`src/rtl/stream_mux_rr_if.sv`:
```
// Handshake bundle between CH stream producers, the stream_mux_rr arbiter and
// the single shared consumer.
//   master : drives mode/sel, the input channels and out_ready (producer/consumer side)
//   slave  : the multiplexer itself
// Signals:
//   mode, sel           selection control (0 = fixed via sel, 1 = round-robin)
//   in_valid, in_data   CH channels, channel i data in bits [i*WIDTH +: WIDTH]
//   in_ready            per-channel accept, combinational
//   out_valid/out_ready registered output handshake
//   out_data, out_ch    output beat and the channel it came from
interface stream_mux_rr_if #(
   parameter int WIDTH = 4,
   parameter int CH    = 4
);
   localparam int SELW = $clog2(CH);

   logic                  mode;
   logic [SELW-1:0]       sel;
   logic [CH-1:0]         in_valid;
   logic [CH*WIDTH-1:0]   in_data;
   logic [CH-1:0]         in_ready;
   logic                  out_valid;
   logic                  out_ready;
   logic [WIDTH-1:0]      out_data;
   logic [SELW-1:0]       out_ch;

   modport master (
      output mode, sel, in_valid, in_data, out_ready,
      input  in_ready, out_valid, out_data, out_ch
   );

   modport slave (
      input  mode, sel, in_valid, in_data, out_ready,
      output in_ready, out_valid, out_data, out_ch
   );
endinterface

```
`src/rtl/stream_mux_rr.sv`:
```
// stream_mux_rr: CH-channel to 1 stream multiplexer with a registered output.
// Fixed selection (mode=0, channel = sel) or round-robin arbitration (mode=1).
// Ports:
//   clk       rising-edge clock
//   rst       asynchronous, active-high reset
//   beat_cnt  16-bit count of output transfers (only when MUX_BEAT_CNT_EN is defined)
//   bus       stream_mux_rr_if.slave: mode, sel, in_valid, in_data, in_ready,
//             out_valid, out_ready, out_data, out_ch
// Optional feature macro: MUX_BEAT_CNT_EN (beat counter port and register).
module stream_mux_rr #(
   parameter int WIDTH = 4,
   parameter int CH    = 4
) (
   input  logic          clk,
   input  logic          rst,
`ifdef MUX_BEAT_CNT_EN
   output logic [15:0]   beat_cnt,
`endif
   stream_mux_rr_if.slave bus
);
   localparam int SELW = $clog2(CH);

   logic [SELW-1:0]  rr_ptr_q, rr_ptr_d;
   logic             out_valid_q, out_valid_d;
   logic [WIDTH-1:0] out_data_q, out_data_d;
   logic [SELW-1:0]  out_ch_q, out_ch_d;

   logic             accept;
   logic             in_xfer;
   logic             out_xfer;
   logic             grant_vld;
   logic [SELW-1:0]  grant;
   logic [SELW-1:0]  cand;
   logic [CH-1:0]    in_ready;

   assign accept   = !out_valid_q || bus.out_ready;
   assign out_xfer = out_valid_q && bus.out_ready;
   assign in_xfer  = accept && grant_vld && !rst;

   always_comb begin
      grant_vld = 1'b0;
      grant     = '0;
      cand      = '0;
      if (!bus.mode) begin
         // sel values at or beyond CH match no channel, so they never grant
         for (int i = 0; i < CH; i++) begin
            if (bus.sel == SELW'(i) && bus.in_valid[i]) begin
               grant_vld = 1'b1;
               grant     = SELW'(i);
            end
         end
      end else begin
         // Scan from furthest to nearest so the last hit, i.e. the first valid
         // channel after rr_ptr, is the one that sticks.
         for (int k = CH; k >= 1; k--) begin
            cand = SELW'((int'(rr_ptr_q) + k) % CH);
            if (bus.in_valid[cand]) begin
               grant_vld = 1'b1;
               grant     = cand;
            end
         end
      end
   end

   always_comb begin
      in_ready = '0;
      if (in_xfer) begin
         in_ready[grant] = 1'b1;
      end
   end

   always_comb begin
      out_valid_d = out_valid_q;
      out_data_d  = out_data_q;
      out_ch_d    = out_ch_q;
      rr_ptr_d    = rr_ptr_q;
      if (in_xfer) begin
         out_valid_d = 1'b1;
         out_ch_d    = grant;
         for (int i = 0; i < CH; i++) begin
            if (grant == SELW'(i)) begin
               out_data_d = bus.in_data[i*WIDTH +: WIDTH];
            end
         end
         if (bus.mode) begin
            rr_ptr_d = grant;
         end
      end else if (out_xfer) begin
         out_valid_d = 1'b0;
      end
   end

   // rr_ptr resets to the last channel so the first round-robin grant is ch0
   always_ff @(posedge clk or posedge rst) begin
      if (rst) begin
         rr_ptr_q    <= SELW'(CH - 1);
         out_valid_q <= 1'b0;
         out_data_q  <= '0;
         out_ch_q    <= '0;
      end else begin
         rr_ptr_q    <= rr_ptr_d;
         out_valid_q <= out_valid_d;
         out_data_q  <= out_data_d;
         out_ch_q    <= out_ch_d;
      end
   end

`ifdef MUX_BEAT_CNT_EN
   logic [15:0] beat_cnt_q, beat_cnt_d;

   always_comb begin
      beat_cnt_d = beat_cnt_q;
      if (out_xfer) begin
         beat_cnt_d = beat_cnt_q + 16'd1;
      end
   end

   always_ff @(posedge clk or posedge rst) begin
      if (rst) begin
         beat_cnt_q <= '0;
      end else begin
         beat_cnt_q <= beat_cnt_d;
      end
   end

   assign beat_cnt = beat_cnt_q;
`endif

   assign bus.in_ready  = in_ready;
   assign bus.out_valid = out_valid_q;
   assign bus.out_data  = out_data_q;
   assign bus.out_ch    = out_ch_q;
endmodule

```
`src/flat_wrapper.sv`:
```
// flat-port wrapper written by rule: the top's interface ports become plain ports
module stream_mux_rr_flat 
#(
   parameter int WIDTH = 4,
   parameter int CH    = 4
)
  (clk, rst, bus_mode, bus_sel, bus_in_valid, bus_in_data, bus_out_ready, bus_in_ready, bus_out_valid, bus_out_data, bus_out_ch);
  stream_mux_rr_if #(.WIDTH(WIDTH), .CH(CH)) bus_i ();
  input  logic clk;
  input  logic rst;
  input wire logic [$bits(bus_i.mode)-1:0] bus_mode;
  input wire logic [$bits(bus_i.sel)-1:0] bus_sel;
  input wire logic [$bits(bus_i.in_valid)-1:0] bus_in_valid;
  input wire logic [$bits(bus_i.in_data)-1:0] bus_in_data;
  input wire logic [$bits(bus_i.out_ready)-1:0] bus_out_ready;
  output wire logic [$bits(bus_i.in_ready)-1:0] bus_in_ready;
  output wire logic [$bits(bus_i.out_valid)-1:0] bus_out_valid;
  output wire logic [$bits(bus_i.out_data)-1:0] bus_out_data;
  output wire logic [$bits(bus_i.out_ch)-1:0] bus_out_ch;
  assign bus_i.mode = bus_mode;
  assign bus_i.sel = bus_sel;
  assign bus_i.in_valid = bus_in_valid;
  assign bus_i.in_data = bus_in_data;
  assign bus_i.out_ready = bus_out_ready;
  assign bus_in_ready = bus_i.in_ready;
  assign bus_out_valid = bus_i.out_valid;
  assign bus_out_data = bus_i.out_data;
  assign bus_out_ch = bus_i.out_ch;
  stream_mux_rr #(.WIDTH(WIDTH), .CH(CH)) u_core (.clk(clk), .rst(rst), .bus(bus_i));
endmodule
```
`config.mk`:
```
export PLATFORM = sky130hd
export DESIGN_NAME = stream_mux_rr_flat
export DESIGN_NICKNAME = d
export VERILOG_FILES = /design/src/rtl/stream_mux_rr_if.sv /design/src/rtl/stream_mux_rr.sv /design/src/flat_wrapper.sv
export SDC_FILE = /design/constraint.sdc
export NUM_CORES = 1
export LEC_CHECK = 0
export ABC_AREA = 1
export BUFFER_PORTS_ARGS = -buffer_cell sky130_fd_sc_hd__buf_2
export CORE_MARGIN = 1.5
export CORE_UTILIZATION = 35
export CTS_BUF_LIST = sky130_fd_sc_hd__clkbuf_2
export DETAILED_ROUTE_END_ITERATION = 10
export GPL_ROUTABILITY_DRIVEN = 0
export MAX_ROUTING_LAYER = met4
export PLACE_DENSITY = 0.66
export REMOVE_ABC_BUFFERS = 1
export SLEW_MARGIN = 25
export SYNTH_ARGS = -nofsm -noshare
export SYNTH_HDL_FRONTEND = slang
export SYNTH_SLANG_ARGS = --single-unit
```
`constraint.sdc`:
```
create_clock -name clk -period 2 [get_ports clk]
set_clock_uncertainty 0.15 [all_clocks]
set_input_delay 0.4 -clock clk [delete_from_list [all_inputs] [get_ports clk]]
set_output_delay 0.4 -clock clk [all_outputs]
set_load 0.02 [all_outputs]
```
Yosys cells after proc, flatten, opt, wreduce, memory -nomap -nowiden

Cells that the tools add are included.
W data, S select, Z words.

Bits in registers: 9
Output and inout bits: 11

Reduce and logical (&&, ||, !) cells: 17
Eq/ne operators: 6
$lt $le $gt $ge: 6
Mux-type cells: 34
Add/sub/neg operators: 4

Operators with widths:

| operator              | count |
|---|---|
| $mux W4               | 5 |
| $mux W1               | 17 |
| $lt A2 B3 Y1 const B  | 5 |
| $mux W2               | 7 |
| $bmux W1 S2           | 4 |
| $eq A2 B2 Y1 const B  | 4 |
| $logic_and A1 B1 Y1   | 8 |
| $add A2 B1 Y2 const B | 2 |
| $add A2 B2 Y2 const B | 2 |
| $eq A2 B1 Y1 const B  | 2 |
| $logic_not A2 Y1      | 2 |
| $reduce_and A2 Y1     | 2 |
| $reduce_bool A4 Y1    | 1 |
| $demux W1 S2          | 1 |
| $ge A2 B1 Y1 const B  | 1 |
| $logic_not A1 Y1      | 2 |
| $reduce_bool A2 Y1    | 1 |
| $logic_or A1 B1 Y1    | 1 |

Depth between registers and ports, before layout

Gate-level depths: netlist (run 1).

Word-level depth: 13
Mapped depth: 18
Gate-level depth less buffers: 17

Least setup slack after synthesis (run 1)

Ideal clock, no wire load.

Kind: register to output
Start point: reg u_core.rr_ptr_q[0]
End point: out bus_in_ready[2]
Arrival time: 1.897 ns
Required time: 1.450 ns
Slack: -0.447 ns
Cell stages (with the launch flop): 11
Cell sequence: dfstp_2 > buf_6 > nand2_1 > o21ai_1 > nand2_1 > nand2_1 > nor3_1 > nor3_2 > inv_2 > buf_2 > nor3_1

Cells in the longest elaborated chain, start to end: 13
Elaborated cells on any way between the ends: 30

Ends and longest elaborated chain:

| element                                                            | RTL line             | source |
|---|---|---|
| start, declared                                                    | stream_mux_rr.sv:23  | `logic [SELW-1:0] rr_ptr_q, rr_ptr_d;` |
| start signal, assigned                                             | stream_mux_rr.sv:96  | `rr_ptr_q <= SELW'(CH - 1);` |
| start signal, assigned                                             | stream_mux_rr.sv:101 | `rr_ptr_q <= rr_ptr_d;` |
| $add A2 B1 Y2                                                      | stream_mux_rr.sv:56  | `cand = SELW'((int'(rr_ptr_q) + k) % CH);` |
| $bmux W1 S2                                                        | stream_mux_rr.sv:57  | `if (bus.in_valid[cand]) begin` |
| $mux W1 (not written as such)                                      | stream_mux_rr.sv:57  |  |
| $mux W2 (4 in series)                                              | stream_mux_rr.sv:57  |  |
| $mux W2                                                            | stream_mux_rr.sv:44  | `if (!bus.mode) begin` |
| $lt A2 B3 Y1 (not written as such) or $ge A2 B1 Y1 (tied branches) | stream_mux_rr.sv:68  | `in_ready[grant] = 1'b1;` |
| $logic_and A1 B1 Y1 (not written as such)                          | stream_mux_rr.sv:68  |  |
| $mux W1 (not written as such)                                      | stream_mux_rr.sv:68  |  |
| $demux W1 S2                                                       | -                    |  |
| $mux W4 (*)                                                        | stream_mux_rr.sv:67  | `if (in_xfer) begin` |
| end, declared                                                      | flat_wrapper.sv:16   | `output wire logic [$bits(bus_i.in_ready)-1:0] bus_in_ready;` |

Every way passes the cells marked *; elsewhere a longest branch is shown, timed or not. The select of a mux whose other input is x is not followed.

Final worst setup path (run 1)

Start point: reg u_core.rr_ptr_q[0]
End point: out bus_in_ready[3]

Same word-level chain as after synthesis.

==> out/metrics.yaml, run 1 <==
drt:
  vias: 1077
  drc: 0
  drt_wl_total_um: 2581
  drtIter0Drc: 22
  drt_pass1_iterations: 4
  vias_per_cell: 4.488
  antenna_left: 0
  avgRoutedWirePerCell_um: 10.75
yosys:
  synthTopCellsByArea: "nand2_1, dfrtp_1, inv_1, nor2_1, dfstp_2"
  synth_top_area_frac: 0.3023
  synth_cell_types: 22
  syn-mean-instance-area_um2: 5.613
  ys_warn_count: 0
  synth_top_area_cell: "nand2_1"
  netlist_instances: 146
  yosysSeqAreaShare: 0.2779
  ys_seq_elements: 9
  syn_area_um2: 819.5
cts:
  htree_levels: 1
  cts_made_buffers: 3
  cts_buffer_depth: 2
  numClockSinks: 9
  insertion_delay_ns: 0.26
  cts-root-buf: "clkbuf_2"
  cts_tree: "built"
  clk_pin_slew_ns: 0.10
global_route:
  track_usage: 0.1986
  grt_pass1_wl_um: 3898
  antenna_found_initial: 0
  grt-ovfl-total: 0
  grt_pass1_vias: 1002
  grt_max_degree: 10
final_layout:
  drive_gt1_frac: 0.5094
  fin_area_um2: 1391
  areaGrowthSynthToFinish_pct: 69.77
  finalNonFillerCells: 240
  n_antenna_cell: 0
  final_util: 0.6290
  nets: 239
outcome:
  violations: "negative setup slack"
  status: "finished with violations"
worst_setup_path:
  cp-start-kind: "flop"
  crit_slowest_cell: "dfstp_2"
  required_ns: 1.45
  cp_max_fo: 6
  end_kind: "output pin"
  crit_type: "flop to output pin"
  cpPeakStageDelay_ns: 0.59
  cp_top_family: "simple AND/OR/NAND/NOR gates"
  cp_num_buf_inv: 5
  path_cells: "buf_6 > inv_6 > nand2_1 > nand2_2 > nand2_2 > nand2_1 > inv_1 > nand2_1 > nand2_1 > nand2_1 > nand2_2 > nand2_4 > inv_4 > nand2_2 > nor2_2 > buf_6"
  critPathMostFrequentCell: "nand2_1"
  cp.arrival_ns: 2.02
floorplanning:
  initial_core_util: 0.3705
  dieArea_um2: 2641
  rows: 17
  die_w_um: 51.39
  io_pins: 37
  core_um2: 2212
  die_y_um: 51.39
timing:
  maxSlewViolCount: 0
  finalSetupViolCount: 11
  layout_setup_ws_ns: -0.5721
  finalCritPeriodShare: 1.286
  fmax_mhz: 388.8
  rsz0062_at_grt: "yes"
  fin_crit_ns: 2.572
  whs_ns: 0.1623
  hold_viol_final: 0
  slew_headroom: 0.8248
  tightest_slew_ns: 0.2620
power:
  peakVddDrop_mv: 0.7157
  power_density_nw_per_um2: 1298
  power.leakage_nw: 0.8196
placement:
  place_ws_ns: -0.3287
  io_buffers: 36
  dpl_cell_area_um2: 1112
  place_inst: 221
  dp_hpwl_um: 1744
worst_hold_path:
  hp-class: "input port to flop"
run:
  cap_violations: 0
==> worst register-to-register path: cells and delay by family (launching register included) <==
| family | cells | cell delay [ns] |
|---|---|---|
| buffers and inverters | 5 | 0.39 |
| AND/OR/NAND/NOR | 14 | 1.18 |
| flip-flops | 1 | 0.59 |
==> power by group <==
| group | internal (mW) | switching (mW) | leakage (nW) |
|---|---|---|---|
| clock | 0.0531 | 0.0691 | 0.0166 |
| sequential | 0.277 | 0.0634 | 0.107 |
| combinational | 0.575 | 0.768 | 0.696 |
| total | 0.905 | 0.901 | 0.820 |
==> flip-flops by register name, indices dropped and copies added (netlist names) <==
signal / cells
u_core.bus.out_valid: 1
u_core.rr_ptr_q: 2
u_core.bus.out_data: 4
u_core.bus.out_ch: 2
==> Yosys cell counts (all sizes together) <==
cell type,n
nand3b,1
dfrtp,7
o21ai,6
nor3,4
nand4,1
nand2,69
buf,3
a21oi,5
o31ai,1
nand3,7
o211ai,1
nor2,15
clkinv,1
inv,23
dfstp,2
==> area by class of cell <==
class                           count  area [µm²]
Fill cell                         213       820.8
Inverter                           24       97.59
Multi-Input combinational cell    110       566.8
Sequential cell                     9       227.7
Timing Repair Buffer               65       444.2
Clock buffer                        4       20.02
Tap cell                           28       35.03
==> worst paths after layout <==
check | cells after the start | slack, ns | end | start
max | 16 | -0.57 | bus_in_ready[3] | u_core.rr_ptr_q[0]$_DFFE_PP1P_
min in group asynchronous | 4 | 0.50 | u_core.bus.out_ch[0]$_DFFE_PP0P_ | rst
min reg2reg | 2 | 0.33 | u_core.bus.out_ch[1]$_DFFE_PP0P_ | u_core.bus.out_ch[1]$_DFFE_PP0P_
min | 2 | 0.16 | u_core.bus.out_valid$_DFFE_PP0P_ | bus_out_ready
max reg2reg | 19 | -0.37 | u_core.bus.out_data[3]$_DFFE_PP0P_ | u_core.rr_ptr_q[0]$_DFFE_PP1P_
max in group asynchronous | 4 | 0.99 | u_core.rr_ptr_q[0]$_DFFE_PP1P_ | rst
==> cell usage in the layout (no fill, tap or decap), types with 2 or more instances in the layout <==
master,instances
nand3_2,3
nand3_1,4
dfstp_2,2
a21oi_1,5
clkbuf_2,4
nor3_2,4
buf_2,32
o21ai_2,2
o21ai_0,3
buf_4,23
nor2_1,14
inv_1,18
inv_2,3
nand2_2,21
nand2_1,46
nand2_4,2
buf_6,9
dfrtp_1,7
==> cells by family after synthesis <==
kind of cell	count (synthesis)	share of synthesized area
simple gates	97	0.4901
buf+inv	27	0.1466
compound gates	13	0.08549
flops	9	0.2779
==> through the flow <==
step	setup TNS (ns)	power (mW)
6_report	-4.388	1.806
5_1_grt	-6.319	1.946
4_1_cts	-3.514	1.624
3_5_place_dp	-1.675	1.290
3_3_place_gp	-1.418	1.275
2_1_floorplan	-1.047	0.9678
==> metal layers <==
| metal | track usage | share of wire |
|---|---|---|
| met1 | 0.2152 | 0.39 |
| met3 | 0.008772 | 0.038 |
| met5 | - | 0 |
| met4 | 0.09211 | 0.014 |
| met2 | 0.3697 | 0.56 |
==> timing repair <==
action / CTS / global route
gates resized for setup: 24 / 25
pin swaps: 16 / 7
setup buffers: 7 / 7
endpoints found under the setup margin: 8 / 13
hold buffers: 1 / 0
endpoints found under the hold margin: 7 / 0
cloned: 0 / 0
Note: power is estimated with default switching activity, not from simulation.
==> run 2, diff against run 1 <==
--- a/config.mk
+++ b/config.mk
@@ -15,6 +15,7 @@
 export MAX_ROUTING_LAYER = met4
 export PLACE_DENSITY = 0.66
 export REMOVE_ABC_BUFFERS = 1
+export SKIP_LAST_GASP = 1
 export SLEW_MARGIN = 25
 export SYNTH_ARGS = -nofsm -noshare
 export SYNTH_HDL_FRONTEND = slang
==> out/metrics.yaml, run 2 (same netlist as run 1, synthesis figures left out) <==
outcome:
  status: "finished with violations"
  violations: "negative setup slack"
drt:
  drc: 0
  vias_per_cell: 4.500
  avgRoutedWirePerCell_um: 10.73
  drt_wl_total_um: 2576
  drtIter0Drc: 25
  vias: 1080
  drt_pass1_iterations: 4
  antenna_left: 0
final_layout:
  fin_area_um2: 1389
  n_antenna_cell: 0
  layout_common_cells: "nand2_1, buf_2, buf_4"
  drive_gt1_frac: 0.5047
  largest_reg_flops: 4
  areaGrowthSynthToFinish_pct: 69.47
  fillers: 212
  layout_commonest_cell: "nand2_1"
  nets: 239
  final_util: 0.6278
timing:
  rsz0062_at_grt: "yes"
  slew_headroom: 0.8248
  fin_crit_ns: 2.584
  hold_viol_final: 0
  tightest_slew_ns: 0.2621
  finalSetupViolCount: 11
  finalCritPeriodShare: 1.292
  layout_setup_ws_ns: -0.5837
  whs_ns: 0.1621
  maxSlewViolCount: 0
  fmax_mhz: 387.0
placement:
  dpl_cell_area_um2: 1112
  io_buffers: 36
  place_ws_ns: -0.3287
  dp_hpwl_um: 1744
worst_setup_path:
  end_kind: "output pin"
  cp-start-kind: "flop"
  cp.arrival_ns: 2.03
  cp_max_fo: 6
  crit_type: "flop to output pin"
  required_ns: 1.45
floorplanning:
  rows: 17
  initial_core_util: 0.3705
  io_pins: 37
  die_y_um: 51.39
  core_um2: 2212
  dieArea_um2: 2641
  die_w_um: 51.39
global_route:
  grt-ovfl-total: 0
  grt_pass1_vias: 1004
  antenna_found_initial: 0
  track_usage: 0.1986
  grt_pass1_wl_um: 3898
  grt_max_degree: 10
cts:
  cts_made_buffers: 3
  numClockSinks: 9
  clk_pin_slew_ns: 0.10
  cts-root-buf: "clkbuf_2"
  insertion_delay_ns: 0.26
  htree_levels: 1
  cts_buffer_depth: 2
  cts_tree: "built"
worst_hold_path:
  hp-class: "input port to flop"
power:
  power.leakage_nw: 0.8194
  finalPower_mw: 1.795
  peakVddDrop_mv: 0.7164
  power_density_nw_per_um2: 1292
run:
  cap_violations: 0
run 2: stage by stage:
| step | setup TNS [ns] | std cells |
|---|---|---|
| after floorplan | -1.047 | 143 |
| after global placement | -1.418 | 221 |
| after global routing | -6.351 | 240 |
| after CTS | -3.514 | 233 |
| final | -4.425 | 240 |
| after detailed placement | -1.675 | 221 |
run 2: layer usage:
layer / part of all wire / global-route usage
met2: 0.55 / 0.3697
met3: 0.043 / 0.008772
met1: 0.39 / 0.2152
met4: 0.014 / 0.09211
met5: 0 / -
run 2: layout make-up:
type / count / area, µm² / area share
clock buffer: 4 / 20.02 / 0.01441
inverter: 24 / 97.59 / 0.07027
multi-input combinational: 110 / 564.3 / 0.4063
sequential: 9 / 227.7 / 0.1640
tap: 28 / 35.03 / 0.02523
timing repair buffer: 65 / 444.2 / 0.3198
run 2: worst max-delay path: stages (launching register included):
cell and delay, ns:
dfstp_2 0.59, buf_6 0.12, inv_6 0.04, nand2_1 0.08
nand2_2 0.07, nand2_2 0.07, nand2_2 0.07, nand2_2 0.08
nand2_2 0.05, nand2_1 0.08, nand3_2 0.10, nand2_4 0.10
inv_2 0.05, nor3_2 0.11, buf_4 0.16
run 2: power by group:
part	leakage [nW]	internal, mW	switching (mW)
Combinational	0.696	0.570	0.761
Sequential	0.107	0.277	0.0635
Clock	0.0166	0.0531	0.0697
Total	0.819	0.901	0.894
run 2: worst paths after layout:
check / slack (ns) / depth (start not counted) / end / startpoint
max: -0.58 / 14 / bus_in_ready[2] / u_core.rr_ptr_q[0]$_DFFE_PP1P_
min: 0.16 / 2 / u_core.bus.out_valid$_DFFE_PP0P_ / bus_out_ready
max reg2reg: -0.37 / 19 / u_core.bus.out_data[3]$_DFFE_PP0P_ / u_core.rr_ptr_q[0]$_DFFE_PP1P_
min reg2reg: 0.33 / 2 / u_core.bus.out_ch[1]$_DFFE_PP0P_ / u_core.bus.out_ch[1]$_DFFE_PP0P_
max in group asynchronous: 0.99 / 4 / u_core.rr_ptr_q[0]$_DFFE_PP1P_ / rst
min in group asynchronous: 0.50 / 4 / u_core.bus.out_ch[0]$_DFFE_PP0P_ / rst
run 2: what timing repair did:
action	CTS	global route
hold endpoints to repair	7	0
endpoints found under the setup margin	8	13
pin swaps	16	7
gates resized for setup	24	24
hold buffers	1	0
buffers inserted	7	7
